$ cat src/rtl/carrega_matrizes.sv
// carrega_matrizes: matrix fetch stage. On an accepted start it reads two
// 5x5 matrices of 9-bit words (A at base_a, B at base_b) from the shared RAM
// read port. The words are unpacked into two flat banks, and pronto pulses once
// both banks are complete. The block never writes the RAM.
//
// Parameters: RD_LAT   RAM read latency (1 or 2)
// Ports:      clk, reset (async, active-high)
//             start, base_a, base_b    load request and matrix base addresses
//             endereco, dado_ram       RAM read address / read data
//             matriz_a, matriz_b       row-major banks, element i at [9i+8:9i]
//             ocupado, pronto          load in progress / load complete pulse
//             soma                     sum of all 50 captured words; present only
//                                      when CARREGA_CHECKSUM_EN is defined
module carrega_matrizes #(
  parameter int unsigned RD_LAT = 1
) (
  input  logic         clk,
  input  logic         reset,
  input  logic         start,
  input  logic [7:0]   base_a,
  input  logic [7:0]   base_b,
  output logic [7:0]   endereco,
  input  logic [8:0]   dado_ram,
  output logic [224:0] matriz_a,
  output logic [224:0] matriz_b,
  output logic         ocupado,
  output logic         pronto
`ifdef CARREGA_CHECKSUM_EN
  ,
  output logic [14:0]  soma
`endif
);

  localparam int unsigned W_DADO  = 9;
  localparam int unsigned W_END   = 8;
  localparam int unsigned W_IDX   = 6;
  localparam int unsigned N_ELEM  = 25;
  localparam int unsigned N_WORDS = 50;

  typedef enum logic [1:0] {OCIOSO, LE_A, LE_B, DRENA} estado_t;

  estado_t            estado;
  logic [W_IDX-1:0]   cont;
  logic [W_END-1:0]   base_a_r;
  logic [W_END-1:0]   base_b_r;
  logic [W_END-1:0]   end_leitura;
  logic               iss_v;
  logic [W_IDX-1:0]   iss_idx;
  logic [RD_LAT-1:0]  pipe_v;
  logic [W_IDX-1:0]   pipe_idx [RD_LAT];
  logic               cap_v;
  logic [W_IDX-1:0]   cap_idx;

  // Address of the word selected by the read-issue counter (8-bit wrap)
  assign end_leitura = (cont < W_IDX'(N_ELEM)) ? base_a_r + W_END'(cont)
                                               : base_b_r + W_END'(cont - W_IDX'(N_ELEM));

  assign cap_v   = pipe_v[RD_LAT-1];
  assign cap_idx = pipe_idx[RD_LAT-1];

  // Control FSM: issues one address per cycle, tags it, waits for the last capture
  always_ff @(posedge clk or posedge reset) begin
    if (reset) begin
      estado   <= OCIOSO;
      cont     <= '0;
      base_a_r <= '0;
      base_b_r <= '0;
      endereco <= '0;
      ocupado  <= 1'b0;
      pronto   <= 1'b0;
      iss_v    <= 1'b0;
      iss_idx  <= '0;
    end else begin
      pronto <= 1'b0;
      iss_v  <= 1'b0;
      case (estado)
        OCIOSO: begin
          if (start) begin
            base_a_r <= base_a;
            base_b_r <= base_b;
            endereco <= base_a;
            cont     <= '0;
            ocupado  <= 1'b1;
            estado   <= LE_A;
          end
        end
        LE_A, LE_B: begin
          // iss_v/iss_idx mark the cycle in which this address is on the bus
          endereco <= end_leitura;
          iss_v    <= 1'b1;
          iss_idx  <= cont;
          cont     <= cont + W_IDX'(1);
          if (cont == W_IDX'(N_ELEM - 1))  estado <= LE_B;
          if (cont == W_IDX'(N_WORDS - 1)) estado <= DRENA;
        end
        DRENA: begin
          if (cap_v && (cap_idx == W_IDX'(N_WORDS - 1))) begin
            ocupado <= 1'b0;
            pronto  <= 1'b1;
            estado  <= OCIOSO;
          end
        end
        default: estado <= OCIOSO;
      endcase
    end
  end

  // Tag pipeline: follows each issued address through the RAM latency
  always_ff @(posedge clk or posedge reset) begin
    if (reset) begin
      pipe_v <= '0;
      for (int i = 0; i < int'(RD_LAT); i++) pipe_idx[i] <= '0;
    end else begin
      pipe_v[0]   <= iss_v;
      pipe_idx[0] <= iss_idx;
      for (int i = 1; i < int'(RD_LAT); i++) begin
        pipe_v[i]   <= pipe_v[i-1];
        pipe_idx[i] <= pipe_idx[i-1];
      end
    end
  end

  // Bank write: only the element named by the returning tag is updated
  always_ff @(posedge clk or posedge reset) begin
    if (reset) begin
      matriz_a <= '0;
      matriz_b <= '0;
    end else if (cap_v) begin
      for (int e = 0; e < int'(N_ELEM); e++) begin
        if (cap_idx == W_IDX'(e))
          matriz_a[e*W_DADO +: W_DADO] <= dado_ram;
        if (cap_idx == W_IDX'(e + int'(N_ELEM)))
          matriz_b[e*W_DADO +: W_DADO] <= dado_ram;
      end
    end
  end

`ifdef CARREGA_CHECKSUM_EN
  localparam int unsigned W_SOMA = 15;

  // Running sum of captured words, restarted on each accepted load
  always_ff @(posedge clk or posedge reset) begin
    if (reset)                          soma <= '0;
    else if (estado == OCIOSO && start) soma <= '0;
    else if (cap_v)                     soma <= soma + W_SOMA'(dado_ram);
  end
`endif

endmodule

$ cat config.mk
export PLATFORM = sky130hd
export DESIGN_NAME = carrega_matrizes
export DESIGN_NICKNAME = d
export VERILOG_FILES = /design/src/rtl/carrega_matrizes.sv
export SDC_FILE = /design/constraint.sdc
export NUM_CORES = 1
export LEC_CHECK = 0
export ABC_AREA = 1
export ABC_CLOCK_PERIOD_IN_PS = 30700
export CORE_UTILIZATION = 50
export DETAILED_ROUTE_END_ITERATION = 10
export PLACE_DENSITY_LB_ADDON = 0.12
export SLEW_MARGIN = 40
export SYNTH_ARGS = -nofsm -noshare
export SYNTH_HDL_FRONTEND = slang
export SYNTH_SLANG_ARGS = --single-unit
$ cat constraint.sdc
create_clock -name clk -period 30.7 [get_ports clk]
set_clock_uncertainty 0.05 [all_clocks]
set_input_delay 3.07 -clock clk [delete_from_list [all_inputs] [get_ports clk]]
set_output_delay 3.07 -clock clk [all_outputs]
set_load 0.02 [all_outputs]
-- Word-level counts from Yosys, hierarchy flattened
Index checks and enable logic that the tools add are counted.
- add/subtract/negate cells: 4
- reductions and logical operators: 60
- divide/modulo/power cells: 0
- equality and inequality tests: 57
- order comparisons: 1
- $mul: 0
- shift-type cells: 0
- mux-type cells: 16
- bitwise operators: 0
- operator list (kind ; number):
    $eq 6x6->1 const B ; 19
    $reduce_and 2->1 ; 52
    $eq 6x5->1 const B ; 17
    $eq 6x4->1 const B ; 8
    $eq 6x3->1 const B ; 4
    $mux 8 ; 2
    $pmux 8 s2 ; 1
    $eq 6x2->1 const B ; 2
    $pmux 6 s2 ; 1
    $add 8x6->8 ; 1
    $add 8x8->8 ; 1
    $mux 2 ; 4
    $sub 6x5->7 const B ; 1
    $add 6x1->6 const B ; 1
    $eq 6x1->1 const B ; 1
    $logic_not 6->1 ; 1
    $lt 6x5->1 const B ; 1
    $mux 6 ; 1
    $pmux 2 s3 ; 1
    $reduce_and 3->1 ; 2
    $mux 1 ; 5
    $eq 2x2->1 const B ; 2
    $ne 2x2->1 const B ; 2
    $reduce_bool 2->1 ; 2
    other kinds (6) ; 6
- ROM bits: 0
- memories kept: 0
- logic and storage cells: 199
- register bits: 498
- latch bits: 0
- input port bits: 28
- RAM bits: 0

-- Logic depth before layout (Yosys ltp)
Gate-level depths: netlist of run 1.
- depth in word-level cells: 4
- gate-level depth with buffers: 18

-- Worst setup path after synthesis of run 1
Ideal clock, no wire load.
- path type: input port to flip-flop
- start point: input start
- end point: register endereco[4]
- stages on the path: 7
- path buffers: 1
- path slack: 26608 ps
- data required time: 30533 ps
- arrival time: 3925 ps
- cells stage by stage: nand2_1 o21ai_0 inv_1 clkbuf_1 a21oi_1 nand2_1 nand2_1
- word-level cells in the longest chain between the ends: 2
- ends and longest elaborated chain (element ; line ; RTL):
    from (decl) ; 19 ; input logic start,
    $ne 2x2->1 (no source line) ; n/a ;
    $reduce_and 2->1 (no source line) ; n/a ;
    to (signal assigned) ; 81 ; endereco <= base_a;
    to (signal assigned) ; 89 ; endereco <= end_leitura;
    to (decl) ; 22 ; output logic [7:0] endereco,
Every way passes these cells.
A chain may end at the register's enable or synchronous reset.

==> out/qor.csv, run 1 <==
metric;value;unit
Async S/R FF share, synth;1.000;
Worst-path clk slew;60;ps
post-placement setup slack;25020;ps
shortest clock period the worst path allows after layout;4860;ps
clock latency of the later-clocked register in the worst-skew pair;580;ps
clk sink count;498;
maximum clock frequency;205.8;MHz
net count of the finished layout;2391;
setup repair after global routing missed its margin;false;
clock group share of total power;0.468;
Hold-fix buffers, CTS;0;
kind of capture point of the worst setup path;async pin;
number of global-route vias before repair;14980;
final slew viol count;0;
final-layout worst hold slack;299.9;ps
global route overflow;0;
Worst Max-Slew Pin Slew;854.2;ps
maximum fanout encountered on the critical timing path;117;
maximum number of pins on one net before global-route repair;118;
Netlist Area Pre-Place;18860;sq um
I/O pin total;488;
area growth from synthesis to layout;36.36;%
sum of net half-perimeters after detailed placement;38490;um
initial drt markers;1041;
sw frac;0.2159;
CTS tree;done;
result of the run;complete, no violations;
initial antenna violation count;0;
Most used DFF post-synth;dfrtp_1;
class of the most critical setup path;in2async;
final-layout setup total negative slack;0;ps
fraction of the cycle the final worst path needs;0.1583;
cell internal power dissipation;1016;uW
number of rows in the core area;70;
buffer count from post-CTS setup fixing;0;
data arrival at the endpoint of the critical path;5430;ps
synthesized area divided by synthesized cell count;9.953;sq um
number of synthesized register bits;498;
Mapped Nets;1945;
synthesized-area fraction occupied by xor and xnor cells;0.003251;
Post-Syn Instances;1895;
share of the synthesized area in compound gates (AO/OA/AOI/OAI);0.1344;
maximum capacitance violations;0;
fraction of power consumed by sequential logic;0.507;
final routed wire length divided by cell count;20.39;um
cell at the root of the clock tree;clkbuf_16;
Worst VDD drop;0.04768;mV
net switching power;279.6;uW
CP max-delay cell;buf_6;
Post-Synth Adder-Cell Area;0.01539;
overall die area;38500;sq um
largest family of logic cells by synthesized area;simple AND/OR/NAND/NOR gates;
path class of the lowest-slack min-delay path;reg2reg;
Warnings, synthesis;0;
number of fill cells;2829;
final setup violation count;0;
unique cell type count in the Yosys netlist;36;
level count of the clock H-tree;2;
mean number of vias per cell;5.292;
TritonCTS Buffers;50;
hold violation total from the final report;0;
die boundary height;196.2;um
Leakage;0.01229;uW
list of cells traversed by the critical path;clkdlybuf4s50_1 -> clkinv_8 -> buf_6 -> buf_6;
gr usage total;0.3085;
Port Buffers;487;
buffer levels on the longest clock path;3;
part of the Yosys area used for sequential elements;0.6607;
Via Count;15260;
Worst Slack Setup Final;25840;ps
number of optimization iterations in the first detailed-route pass;5;
DIE WIDTH;196.2;um
critical path required time;31270;ps
area of the core;36870;sq um
startpoint kind of the worst setup timing path;input pin;
Initial Utilization;0.5115;
combinational share of power;0.025;
RePlAce Congestion;0.8679;
post-synthesis mux area share;0;
Residual DRC;0;
Max-slew headroom;0.4284;
antenna-violating nets left;0;
Util after Layout;0.6975;
number of antenna cells inserted;0;
global-route wire length before repair;89870;um
number of enable flip-flop cells after synthesis;0;
simple-gate area share of the yosys netlist;0.1497;
total routed wirelength;58800;um
PwrDens;50.36;nW/um^2
share of post-route cells with drive strength above 1;0.06681;
slowest cell delay on critical path;660;ps
cell with the most instances on the worst path;buf_6;
PostCTS Resize Cnt;0;
power groups by stage:
| stage | clock network (uW) | registers, uW | logic [uW] |
|---|---|---|---|
| 3_3_place_gp | 0 | 668 | 31.7 |
| 6_report | 607 | 656 | 32.1 |
| 4_1_cts | 616 | 656 | 32.2 |
| 3_5_place_dp | 0 | 668 | 32.2 |
| 2_1_floorplan | 0 | 669 | 16.2 |
| 5_1_grt | 642 | 656 | 35.2 |
layout by cell type (no fill, tap or decap), types with 2 or more instances in the layout:
| master | count |
|---|---|
| dfrtp_1 | 498 |
| xnor2_1 | 4 |
| a21oi_1 | 40 |
| inv_1 | 47 |
| nand2_4 | 3 |
| clkbuf_1 | 11 |
| clkbuf_16 | 51 |
| xor2_1 | 3 |
| clkdlybuf4s50_1 | 487 |
| clkbuf_8 | 11 |
| inv_2 | 11 |
| nor3_1 | 3 |
| nand4_1 | 4 |
| nand2_1 | 567 |
| nor2_2 | 9 |
| inv_6 | 2 |
| clkinv_2 | 13 |
| buf_4 | 10 |
| nand3b_1 | 4 |
| o21ai_0 | 350 |
| clkinvlp_4 | 2 |
| o21ai_1 | 105 |
| bufinv_16 | 3 |
| ha_1 | 20 |
| o211ai_1 | 3 |
| nor2_1 | 43 |
| fa_1 | 2 |
| buf_6 | 4 |
| nand3_1 | 25 |
| nand2_2 | 32 |
final timing paths:
kind	from	endpoint	slack (ps)	cells past startpoint
worst max-delay path	reset	matriz_b[15]	25840	4
worst min-delay path	iss_v	cap_v	300	0
worst max register to register	cont[0]	endereco[7]	27650	15
worst min register to register	iss_v	cap_v	300	0
max in group clk	matriz_a[134]	matriz_a[134]	25880	1
min in group asynchronous	reset	matriz_b[210]	2890	2
kinds of logic after synthesis:
kind of cell | count (synthesis)
flops | 498
fa+ha+maj | 22
xor+xnor | 7
simple gates | 695
compound gates | 503
buf+inv | 170
worst max-delay path, delay by kind of cell:
| kind | cells | cell delay, ps |
|---|---|---|
| buffers and inverters | 4 | 2220 |
stage by stage:
stage                     instance area, sq um  total power (uW)  cells
after floorplan                          18860             685.2   1895
after global placement                   24020             700.1   2791
after detailed placement                 24050             700.6   2792
after CTS                                25690              1304   2883
after global routing                     25720              1333   2884
final                                    25720              1295   2884
per-layer routing:
| layer | GRT usage | routed length [um] |
|---|---|---|
| met5 | 0 | 0 |
| met4 | 0.1444 | 2652 |
| met3 | 0.06429 | 4029 |
| met2 | 0.5006 | 28150 |
| met1 | 0.3996 | 23970 |
synth_stat cells (4+ instances only):
library cell,n,area share
dfrtp_1,498,0.66
xnor2_1,4,0.0019
nor2_2,9,0.0030
nand4_1,4,0.0013
nand2_2,32,0.011
buf_2,22,0.0058
nand3_1,25,0.0066
clkbuf_1,81,0.016
inv_1,57,0.011
nor2_1,43,0.0086
nand3b_1,4,0.0016
o21ai_0,350,0.093
ha_1,20,0.013
a21oi_1,40,0.011
nand2_1,567,0.11
o21ai_1,106,0.028
state kept, by name, summed over array words and instances, names as in the netlist, 2 cells and up:
signal and cells:
base_a_r 8, base_b_r 8, estado 2, iss_idx 6
cont 6, matriz_a 225, endereco 8, matriz_b 225
cap_idx 6
final cells by class:
class / count / area (sq um) / share of cell area
multi-input cells: 1227 / 5714 / 0.2222
repair buffers: 503 / 5029 / 0.1955
well taps: 504 / 630.6 / 0.02452
clock inverters: 19 / 182.7 / 0.007103
flip-flops and latches: 498 / 12460 / 0.4846
inverters: 61 / 245.2 / 0.009535
clock buffers: 72 / 1455 / 0.05658
Power figures use the tool's default switching activity.
==> inputs of run 2 (changes only) <==
ABC_CLOCK_PERIOD_IN_PS = 4440   (was 30700)
CORE_UTILIZATION = 44   (was 50)
clock period = 4.44 ns   (was 30.7 ns; I/O delays follow)
==> out/qor.csv, run 2 (same netlist as run 1, synthesis figures left out) <==
metric;value;unit
sequential cell area in the final layout;12460;sq um
maximum capacitance violations;0;
level count of the clock H-tree;2;
most common cell after layout, fill and taps aside;nand2_1;
maximum fanout encountered on the critical timing path;21;
buffer levels on the longest clock path;3;
final-layout setup total negative slack;0;ps
number of rows in the core area;75;
kind of capture point of the worst setup path;flip-flop;
hold violation total from the final report;0;
Initial Utilization;0.4476;
final setup violation count;0;
area growth from synthesis to layout;37.26;%
number of fill cells;3525;
leading cell types in the layout, fill and taps excluded;567 x nand2_1, 498 x dfrtp_1, 487 x clkdlybuf4s50_1;
number of antenna cells inserted;0;
DIE WIDTH;209.0;um
cell at the root of the clock tree;clkbuf_16;
Worst VDD drop;0.2815;mV
CTS tree;done;
number of optimization iterations in the first detailed-route pass;8;
area of the core;42130;sq um
data arrival at the endpoint of the critical path;3100;ps
PostCTS Resize Cnt;0;
initial antenna violation count;0;
class of the most critical setup path;reg2reg;
net count of the finished layout;2403;
global-route wire length before repair;93850;um
RePlAce Congestion;0.8646;
antenna-violating nets left;0;
fraction of the cycle the final worst path needs;0.5961;
maximum clock frequency;377.9;MHz
Port Buffers;487;
TritonCTS Buffers;51;
Multi-input gate area;5710;sq um
final slew viol count;0;
Worst-path clk slew;60;ps
sum of net half-perimeters after detailed placement;41780;um
initial drt markers;1193;
global route overflow;0;
clock latency of the later-clocked register in the worst-skew pair;590;ps
Worst Max-Slew Pin Slew;821.0;ps
Max-slew headroom;0.4519;
result of the run;complete, no violations;
die boundary height;209.0;um
Residual DRC;0;
Largest regs;matriz_a: 225 flops, matriz_b: 225 flops;
clk sink count;498;
number of global-route vias before repair;14680;
Leakage;0.01236;uW
critical path required time;4890;ps
path class of the lowest-slack min-delay path;in2async;
Hold-fix buffers, CTS;0;
I/O pin total;488;
buffer count from post-CTS setup fixing;0;
setup repair after global routing missed its margin;false;
maximum number of pins on one net before global-route repair;147;
share of post-route cells with drive strength above 1;0.07074;
final-layout worst hold slack;236.0;ps
final routed wire length divided by cell count;21.15;um
shortest clock period the worst path allows after layout;2647;ps
mean number of vias per cell;5.181;
overall die area;43700;sq um
total routed wirelength;61920;um
PwrDens;347.8;nW/um^2
gr usage total;0.2855;
Via Count;15170;
startpoint kind of the worst setup timing path;flip-flop;
run 2: changes by cell type in the layout (fill, tap and decap cells not counted), moves of 2 or more:
cell,change
buf_12,+4
buf_4,+10
buf_6,-3
clkbuf_1,-2
clkbuf_8,-4
clkinv_2,+4
inv_2,-4
inv_4,+2
run 2: path summary, 6_finish.rpt:
| check | from | endpoint | slack, ps | depth (start not counted) |
|---|---|---|---|---|
| max in group asynchronous | reset | matriz_a[101] | 2910 | 4 |
| worst max register to register | estado[1] | cont[5] | 1790 | 9 |
| worst max-delay path | estado[1] | cont[5] | 1790 | 9 |
| worst min register to register | iss_v | cap_v | 320 | 0 |
| min in group clk | iss_v | cap_v | 320 | 0 |
| worst min-delay path | reset | matriz_b[15] | 240 | 2 |
run 2: power breakdown:
part           internal, uW  switching [uW]
registers              4540               0
clock network          2430            1790
logic                  43.3             194
run 2: final cells by class:
| cell class | instances | area share |
|---|---|---|
| Clock inverter | 21 | 0.007782 |
| Sequential cell | 498 | 0.4814 |
| Clock buffer | 68 | 0.05529 |
| Multi-Input combinational cell | 1227 | 0.2206 |
| Inverter | 61 | 0.009425 |
| Tap cell | 539 | 0.02605 |
| Timing Repair Buffer | 514 | 0.1995 |
run 2: worst max-delay path, cell delays in order (launching register included):
cell      delay (ps)
dfrtp_1          360
inv_1             60
ha_1             630
inv_1            460
o21ai_0          260
buf_4            210
nand2_1           70
nor2_1           190
a21oi_1          100
a211oi_1         160
run 2: per-layer routing:
metal,track usage,share of wire
met1,0.3799,0.42
met2,0.4586,0.47
met3,0.06928,0.076
met4,0.09787,0.030
met5,0,0
run 2: stage by stage:
stage | instance area, sq um | total power, uW | util | instances | setup WS [ps]
final | 25890 | 9003 | 0.6144 | 2928 | 1793
after floorplan | 18860 | 4739 | - | 1895 | -2811
after global routing | 25890 | 9284 | 0.6144 | 2928 | 1504
after CTS | 25850 | 9088 | 0.6134 | 2926 | 1792
after detailed placement | 24210 | 4863 | 0.5747 | 2837 | 1819
after global placement | 24210 | 4861 | 0.5745 | 2837 | 1941
